$ cat src/rtl/dca_matrix_lsu_rreq_gen_if.sv
// Command, AR and transaction-info channels of the matrix LSU read-request generator.
// The slave modport is the generator's view; master is the environment driving it.
interface dca_matrix_lsu_rreq_gen_if #(
    parameter int BW_AXI_ADDR = 32,
    parameter int BW_NUM_ROW  = 8
);
    logic                      cmd_valid;
    logic                      cmd_ready;
    logic [BW_AXI_ADDR-1:0]    cmd_addr;
    logic [BW_AXI_ADDR-1:0]    cmd_stride;
    logic [BW_NUM_ROW-1:0]     cmd_num_row;
    logic [7:0]                cmd_alen;
    logic                      cmd_zero;

    logic                      arvalid;
    logic                      arready;
    logic [BW_AXI_ADDR-1:0]    araddr;
    logic [7:0]                arlen;
    logic [2:0]                arsize;
    logic [1:0]                arburst;

    logic                      txn_valid;
    logic                      txn_ready;
    logic [10+BW_AXI_ADDR-1:0] txn_info;

    modport slave (
        input  cmd_valid, cmd_addr, cmd_stride, cmd_num_row, cmd_alen, cmd_zero,
        output cmd_ready,
        output arvalid, araddr, arlen, arsize, arburst,
        input  arready,
        output txn_valid, txn_info,
        input  txn_ready
    );

    modport master (
        output cmd_valid, cmd_addr, cmd_stride, cmd_num_row, cmd_alen, cmd_zero,
        input  cmd_ready,
        input  arvalid, araddr, arlen, arsize, arburst,
        output arready,
        input  txn_valid, txn_info,
        output txn_ready
    );
endinterface

$ cat src/rtl/dca_matrix_lsu_rreq_gen.sv
// Turns a strided 2-D read command into one AXI AR burst plus one txn-info record per row.
// AR and txn sides handshake independently per row; the row advances once both are done.
module dca_matrix_lsu_rreq_gen #(
    parameter int BW_AXI_ADDR      = 32,
    parameter int BW_AXI_DATA      = 32,
    parameter int MAX_NUM_AXI_DATA = 4,
    parameter int BW_NUM_ROW       = 8
) (
    input  logic                         clk,
    input  logic                         rstnn,
    input  logic                         enable,
    input  logic                         clear,
    output logic                         busy,
    dca_matrix_lsu_rreq_gen_if.slave     rreq
);
    localparam logic [7:0] ALEN_MAX = 8'(MAX_NUM_AXI_DATA - 1);
    localparam logic [2:0] ARSIZE   = 3'($clog2(BW_AXI_DATA / 8));

    typedef enum logic {
        IDLE,
        ISSUE
    } state_e;

    state_e                 state_q, state_d;
    logic [BW_AXI_ADDR-1:0] addr_q, addr_d;
    logic [BW_AXI_ADDR-1:0] stride_q, stride_d;
    logic [BW_NUM_ROW-1:0]  num_row_q, num_row_d;
    logic [BW_NUM_ROW-1:0]  cnt_q, cnt_d;
    logic [7:0]             alen_q, alen_d;
    logic                   zero_q, zero_d;
    logic                   ar_done_q, ar_done_d;
    logic                   txn_done_q, txn_done_d;

    logic issue;
    logic is_last;
    logic ar_hs;
    logic txn_hs;
    logic ar_side_done;
    logic advance;

    assign issue   = (state_q == ISSUE);
    assign is_last = issue && (cnt_q == num_row_q);

    // Valids are gated by enable so no handshake can happen while the state is frozen.
    assign rreq.cmd_ready = enable && !issue;
    assign rreq.arvalid   = enable && issue && !ar_done_q && !zero_q;
    assign rreq.txn_valid = enable && issue && !txn_done_q;
    assign rreq.araddr    = addr_q;
    assign rreq.arlen     = alen_q;
    assign rreq.arsize    = ARSIZE;
    assign rreq.arburst   = 2'b01;
    assign rreq.txn_info  = {is_last, zero_q, alen_q, addr_q};
    assign busy           = issue;

    assign ar_hs  = rreq.arvalid && rreq.arready;
    assign txn_hs = rreq.txn_valid && rreq.txn_ready;

    // Zero-fill rows never issue AR, so the AR side counts as already done.
    assign ar_side_done = ar_done_q || zero_q;
    assign advance      = (ar_side_done && txn_done_q) ||
                          (ar_side_done && txn_hs) ||
                          (txn_done_q && ar_hs);

    always_comb begin
        state_d    = state_q;
        addr_d     = addr_q;
        stride_d   = stride_q;
        num_row_d  = num_row_q;
        cnt_d      = cnt_q;
        alen_d     = alen_q;
        zero_d     = zero_q;
        ar_done_d  = ar_done_q;
        txn_done_d = txn_done_q;

        if (enable) begin
            if (clear) begin
                state_d    = IDLE;
                cnt_d      = '0;
                ar_done_d  = 1'b0;
                txn_done_d = 1'b0;
            end else if (!issue) begin
                if (rreq.cmd_valid) begin
                    state_d    = ISSUE;
                    addr_d     = rreq.cmd_addr;
                    stride_d   = rreq.cmd_stride;
                    num_row_d  = rreq.cmd_num_row;
                    alen_d     = (rreq.cmd_alen > ALEN_MAX) ? ALEN_MAX : rreq.cmd_alen;
                    zero_d     = rreq.cmd_zero;
                    cnt_d      = '0;
                    ar_done_d  = 1'b0;
                    txn_done_d = 1'b0;
                end
            end else if (advance) begin
                ar_done_d  = 1'b0;
                txn_done_d = 1'b0;
                if (is_last) begin
                    state_d = IDLE;
                    cnt_d   = '0;
                end else begin
                    cnt_d  = cnt_q + 1'b1;
                    addr_d = addr_q + stride_q;
                end
            end else begin
                if (ar_hs) begin
                    ar_done_d = 1'b1;
                end
                if (txn_hs) begin
                    txn_done_d = 1'b1;
                end
            end
        end
    end

    always_ff @(posedge clk or negedge rstnn) begin
        if (!rstnn) begin
            state_q    <= IDLE;
            addr_q     <= '0;
            stride_q   <= '0;
            num_row_q  <= '0;
            cnt_q      <= '0;
            alen_q     <= '0;
            zero_q     <= 1'b0;
            ar_done_q  <= 1'b0;
            txn_done_q <= 1'b0;
        end else begin
            state_q    <= state_d;
            addr_q     <= addr_d;
            stride_q   <= stride_d;
            num_row_q  <= num_row_d;
            cnt_q      <= cnt_d;
            alen_q     <= alen_d;
            zero_q     <= zero_d;
            ar_done_q  <= ar_done_d;
            txn_done_q <= txn_done_d;
        end
    end
endmodule

$ cat src/flat_wrapper.sv
// flat-port wrapper written by rule: the top's interface ports become plain ports
module dca_matrix_lsu_rreq_gen_flat 
#(
    parameter int BW_AXI_ADDR      = 32,
    parameter int BW_AXI_DATA      = 32,
    parameter int MAX_NUM_AXI_DATA = 4,
    parameter int BW_NUM_ROW       = 8
)
  (clk, rstnn, enable, clear, busy, rreq_cmd_valid, rreq_cmd_addr, rreq_cmd_stride, rreq_cmd_num_row, rreq_cmd_alen, rreq_cmd_zero, rreq_cmd_ready, rreq_arvalid, rreq_araddr, rreq_arlen, rreq_arsize, rreq_arburst, rreq_arready, rreq_txn_valid, rreq_txn_info, rreq_txn_ready);
  dca_matrix_lsu_rreq_gen_if #(.BW_AXI_ADDR(BW_AXI_ADDR), .BW_NUM_ROW(BW_NUM_ROW)) rreq_i ();
  input  logic clk;
  input  logic rstnn;
  input  logic enable;
  input  logic clear;
  output logic busy;
  input wire logic [$bits(rreq_i.cmd_valid)-1:0] rreq_cmd_valid;
  input wire logic [$bits(rreq_i.cmd_addr)-1:0] rreq_cmd_addr;
  input wire logic [$bits(rreq_i.cmd_stride)-1:0] rreq_cmd_stride;
  input wire logic [$bits(rreq_i.cmd_num_row)-1:0] rreq_cmd_num_row;
  input wire logic [$bits(rreq_i.cmd_alen)-1:0] rreq_cmd_alen;
  input wire logic [$bits(rreq_i.cmd_zero)-1:0] rreq_cmd_zero;
  output wire logic [$bits(rreq_i.cmd_ready)-1:0] rreq_cmd_ready;
  output wire logic [$bits(rreq_i.arvalid)-1:0] rreq_arvalid;
  output wire logic [$bits(rreq_i.araddr)-1:0] rreq_araddr;
  output wire logic [$bits(rreq_i.arlen)-1:0] rreq_arlen;
  output wire logic [$bits(rreq_i.arsize)-1:0] rreq_arsize;
  output wire logic [$bits(rreq_i.arburst)-1:0] rreq_arburst;
  input wire logic [$bits(rreq_i.arready)-1:0] rreq_arready;
  output wire logic [$bits(rreq_i.txn_valid)-1:0] rreq_txn_valid;
  output wire logic [$bits(rreq_i.txn_info)-1:0] rreq_txn_info;
  input wire logic [$bits(rreq_i.txn_ready)-1:0] rreq_txn_ready;
  assign rreq_i.cmd_valid = rreq_cmd_valid;
  assign rreq_i.cmd_addr = rreq_cmd_addr;
  assign rreq_i.cmd_stride = rreq_cmd_stride;
  assign rreq_i.cmd_num_row = rreq_cmd_num_row;
  assign rreq_i.cmd_alen = rreq_cmd_alen;
  assign rreq_i.cmd_zero = rreq_cmd_zero;
  assign rreq_cmd_ready = rreq_i.cmd_ready;
  assign rreq_arvalid = rreq_i.arvalid;
  assign rreq_araddr = rreq_i.araddr;
  assign rreq_arlen = rreq_i.arlen;
  assign rreq_arsize = rreq_i.arsize;
  assign rreq_arburst = rreq_i.arburst;
  assign rreq_i.arready = rreq_arready;
  assign rreq_txn_valid = rreq_i.txn_valid;
  assign rreq_txn_info = rreq_i.txn_info;
  assign rreq_i.txn_ready = rreq_txn_ready;
  dca_matrix_lsu_rreq_gen #(.BW_AXI_ADDR(BW_AXI_ADDR), .BW_AXI_DATA(BW_AXI_DATA), .MAX_NUM_AXI_DATA(MAX_NUM_AXI_DATA), .BW_NUM_ROW(BW_NUM_ROW)) u_core (.clk(clk), .rstnn(rstnn), .enable(enable), .clear(clear), .busy(busy), .rreq(rreq_i));
endmodule
$ cat config.mk
export PLATFORM = sky130hd
export DESIGN_NAME = dca_matrix_lsu_rreq_gen_flat
export DESIGN_NICKNAME = d
export VERILOG_FILES = /design/src/rtl/dca_matrix_lsu_rreq_gen_if.sv /design/src/rtl/dca_matrix_lsu_rreq_gen.sv /design/src/flat_wrapper.sv
export SDC_FILE = /design/constraint.sdc
export NUM_CORES = 1
export LEC_CHECK = 0
export CAP_MARGIN = 10
export CORE_ASPECT_RATIO = 1.5
export CORE_UTILIZATION = 33
export DETAILED_ROUTE_END_ITERATION = 6
export GPL_TIMING_DRIVEN = 0
export PLACE_DENSITY = 0.59
export SYNTH_ARGS = -nofsm -noshare
export SYNTH_HDL_FRONTEND = slang
export SYNTH_SLANG_ARGS = --single-unit
$ cat constraint.sdc
create_clock -name clk -period 7.15 [get_ports clk]
set_clock_uncertainty 0.05 [all_clocks]
set_input_delay 1.7875 -clock clk [delete_from_list [all_inputs] [get_ports clk]]
set_output_delay 1.7875 -clock clk [all_outputs]
set_load 0.05 [all_outputs]
==> metrics <==
clock-pin slew on the worst setup and hold paths=~0.07 ns; Fin. Hold Viols=0; worst hold path type=reg2reg; Seq/Total Area, Yosys=39.4%; Avg Cell Area, Syn=around 10 µm²; Starting Density=between 30% and 40%; CTS Buf Count=9; crit start category=input port; Synth top cells by count=dfrtp_1 (92), nand2_1 (61), o21ai_0 (51); die height=about 170 µm; top post-synthesis cells by area=dfrtp_1 (39%), mux2_2 (8.1%), ha_1 (6.8%); Critical Path End Type=output pin; worst skew pair latency=0.35 ns; Clock Path Buffers=2; Distinct cells, synth=a little under 50; outcome=finished, final reports clean; Synth Register Bits=92; Primary FF master, synth=dfrtp_1; Core ar.=~17000 µm²; Final Max Slew Viols=0; Residual DRC=0; cell with the most instances after synthesis=dfrtp_1; Vias/cell=roughly 5.0; reg2reg start=u_core.rreq.araddr[0]; Flop pwr share=around 22%; 1st-iter DRT viols=133; Placed Cells=between 900 and 1000; reg-to-reg endpoint=u_core.rreq.araddr[30]; final period utilization=between 70% and 80%; maximum fanout along the worst path=9; die width=~110 µm; total track usage=between 10% and 20%; Rel. slew slack=approximately 32%; Post-synth EDFFs=0; Non-Filler Instances=around 1000; cells after synthesis=~600; post-cts resize count=0; # Max-Cap Violations=0; HPWL reported at the end of detailed placement=about 13000 µm; Lkg Pwr=roughly 3.7 nW; worst setup path endpoint=rreq_arvalid; NumNets Final=about 910; combinational power share=between 60% and 70%; TritonRoute pass-1 iters=4; R2R depth=11; R2R Setup Slk=approximately 3.5 ns; number of global-route vias before repair=5213; final setup violating endpoints=0; global-route wire length before repair=around 26000 µm; root buffer cell=clkbuf_16; I/O pin count=179; gpl congestion=~0.85; yosys warns=0; filler instances=1647; standard-cell row count=about 60; clock power share=between 10% and 20%; gr ovfl total=0; Final min period=around 5 ns; Yosys top cell by area=dfrtp_1; Req. time, crit path=~5.3 ns; kind of critical path=in2out; Worst Setup SP=enable; DR WL/cell=~16 µm; Final Power=0.00387 W; RSZ-0062 raised after global routing=false; VDD IR max=about 0.24 mV; total number of vias=between 5000 and 6000; largest net degree at the start of global routing=51; WL final=~16000 µm; Die ar.=~18000 µm²; Worst Path Arrival=3.22 ns; Power Internal=0.00199 W; net switching power=about 0.0019 W; Switching Share=between 40% and 50%; Max Clk Rate=roughly 0.2 GHz; cell area after synthesis=just under 6000 µm²; initial antenna violation count=0; post-route ant nets=0; Clock Sinks=92; final setup TNS=0 ns; H-tree Lvls=3; Setup Buffers After CTS=0; Yosys top cell area share=between 30% and 40%; n_diodes=0; PD cells=approximately 470 nW/µm²; CTS Hold Buffers Added=0; layout cell share with drive strength beyond 1=between 10% and 20%; fraction of registers with async set/reset=100%; actual slew at the worst max-slew pin=around 1 ns; port buffer count=172; TritonCTS clock tree=yes; P&R area growth vs syn=40.0%
## cells by family after synthesis
| logic type | share of synthesized area (%) |
|---|---|
| AOI/OAI and AO/OA | 16.2 |
| xor gates and xnor gates | 5.54 |
| adders and majority gates | 7.19 |
| buffers and inverters | 7.96 |
| DFF | 39.4 |
| muxes | 12.9 |
| other | 0.128 |
| and+or+nand+nor | 10.8 |
## stage by stage
step	worst slack, ns	hold WS [ns]	area [µm²]	utilization [%]
finish	2.09	0.466	8190	47.2
global route	2.00	0.489	8190	47.2
CTS	2.11	0.470	8190	47.2
detailed placement	2.11	0.453	7870	45.4
global placement	0.661	0.447	7850	45.2
floorplan	2.12	0.435	5860	-
## state kept, by name, indices dropped and copies added (netlist names)
name                flops
u_core.ar_done_q        1
u_core.busy             1
u_core.cnt_q            8
u_core.num_row_q        8
u_core.rreq.araddr     32
u_core.rreq.arlen       8
u_core.stride_q        32
u_core.txn_done_q       1
u_core.zero_q           1
## cell type report
cell class	instances	area [µm²]	share of cell area (%)
Tap cell	213	267	3.26
Buffer	74	454	5.55
Timing Repair Buffer	173	1750	21.3
Clock inverter	6	76.3	0.932
Multi-Input combinational cell	432	3090	37.8
Sequential cell	92	2300	28.1
Clock buffer	10	239	2.92
Inverter	3	11.3	0.138
## power groups by stage
stage	clock network [W]	registers (W)	logic (W)
5_1_grt	0.000556	0.000863	0.00272
3_5_place_dp	0	0.000850	0.00251
2_1_floorplan	0	0.00111	0.00154
4_1_cts	0.000533	0.000841	0.00253
6_report	0.000518	0.000836	0.00252
3_3_place_gp	0	0.000842	0.00249
## worst max-delay path, cell delays in order
cell	delay [ns]
clkbuf_1	0.26
nand2_1	0.16
nor3_1	0.18
clkdlybuf4s50_1	0.83
## worst min-delay path by stage
stage,startpoint,endpoint,slack (ns),depth (start not counted)
6_report,u_core.stride_q[25],u_core.stride_q[25],0.47,1
3_3_place_gp,u_core.stride_q[0],u_core.stride_q[0],0.45,1
3_5_place_dp,u_core.stride_q[0],u_core.stride_q[0],0.45,1
2_1_floorplan,u_core.stride_q[0],u_core.stride_q[0],0.43,1
4_1_cts,u_core.stride_q[0],u_core.stride_q[0],0.47,1
5_1_grt,u_core.stride_q[25],u_core.stride_q[25],0.49,1
## cells in the final DEF, fill, tap and decap left out, types with 4 or more instances in the layout
cell type,Yosys,routed
nor2b_1,10,10
or3_1,4,4
o21ai_0,51,51
dfrtp_1,92,92
o21bai_1,4,4
nand2_1,61,61
clkdlybuf4s50_1,0,171
a211o_1,4,4
inv_6,0,4
nand4_1,4,4
nor3_1,7,7
mux2i_1,28,28
buf_4,47,48
clkbuf_1,25,25
and3_1,7,7
nor2_1,26,26
conb_1,2,5
clkbuf_16,0,9
xor2_1,19,19
ha_1,32,32
a21o_1,19,19
a31oi_1,8,8
nand3_1,7,7
a21oi_1,34,34
xnor2_1,18,18
mux2_2,42,42
## layer usage
layer,vias to the layer above,global-route usage (%),wire [µm]
li1,2457,-,-
met1,2456,20.5,6620
met2,129,34.5,8770
met3,14,3.34,633
met4,0,4.67,252
met5,-,0,0
No activity file was read; power rests on OpenSTA's default activity.
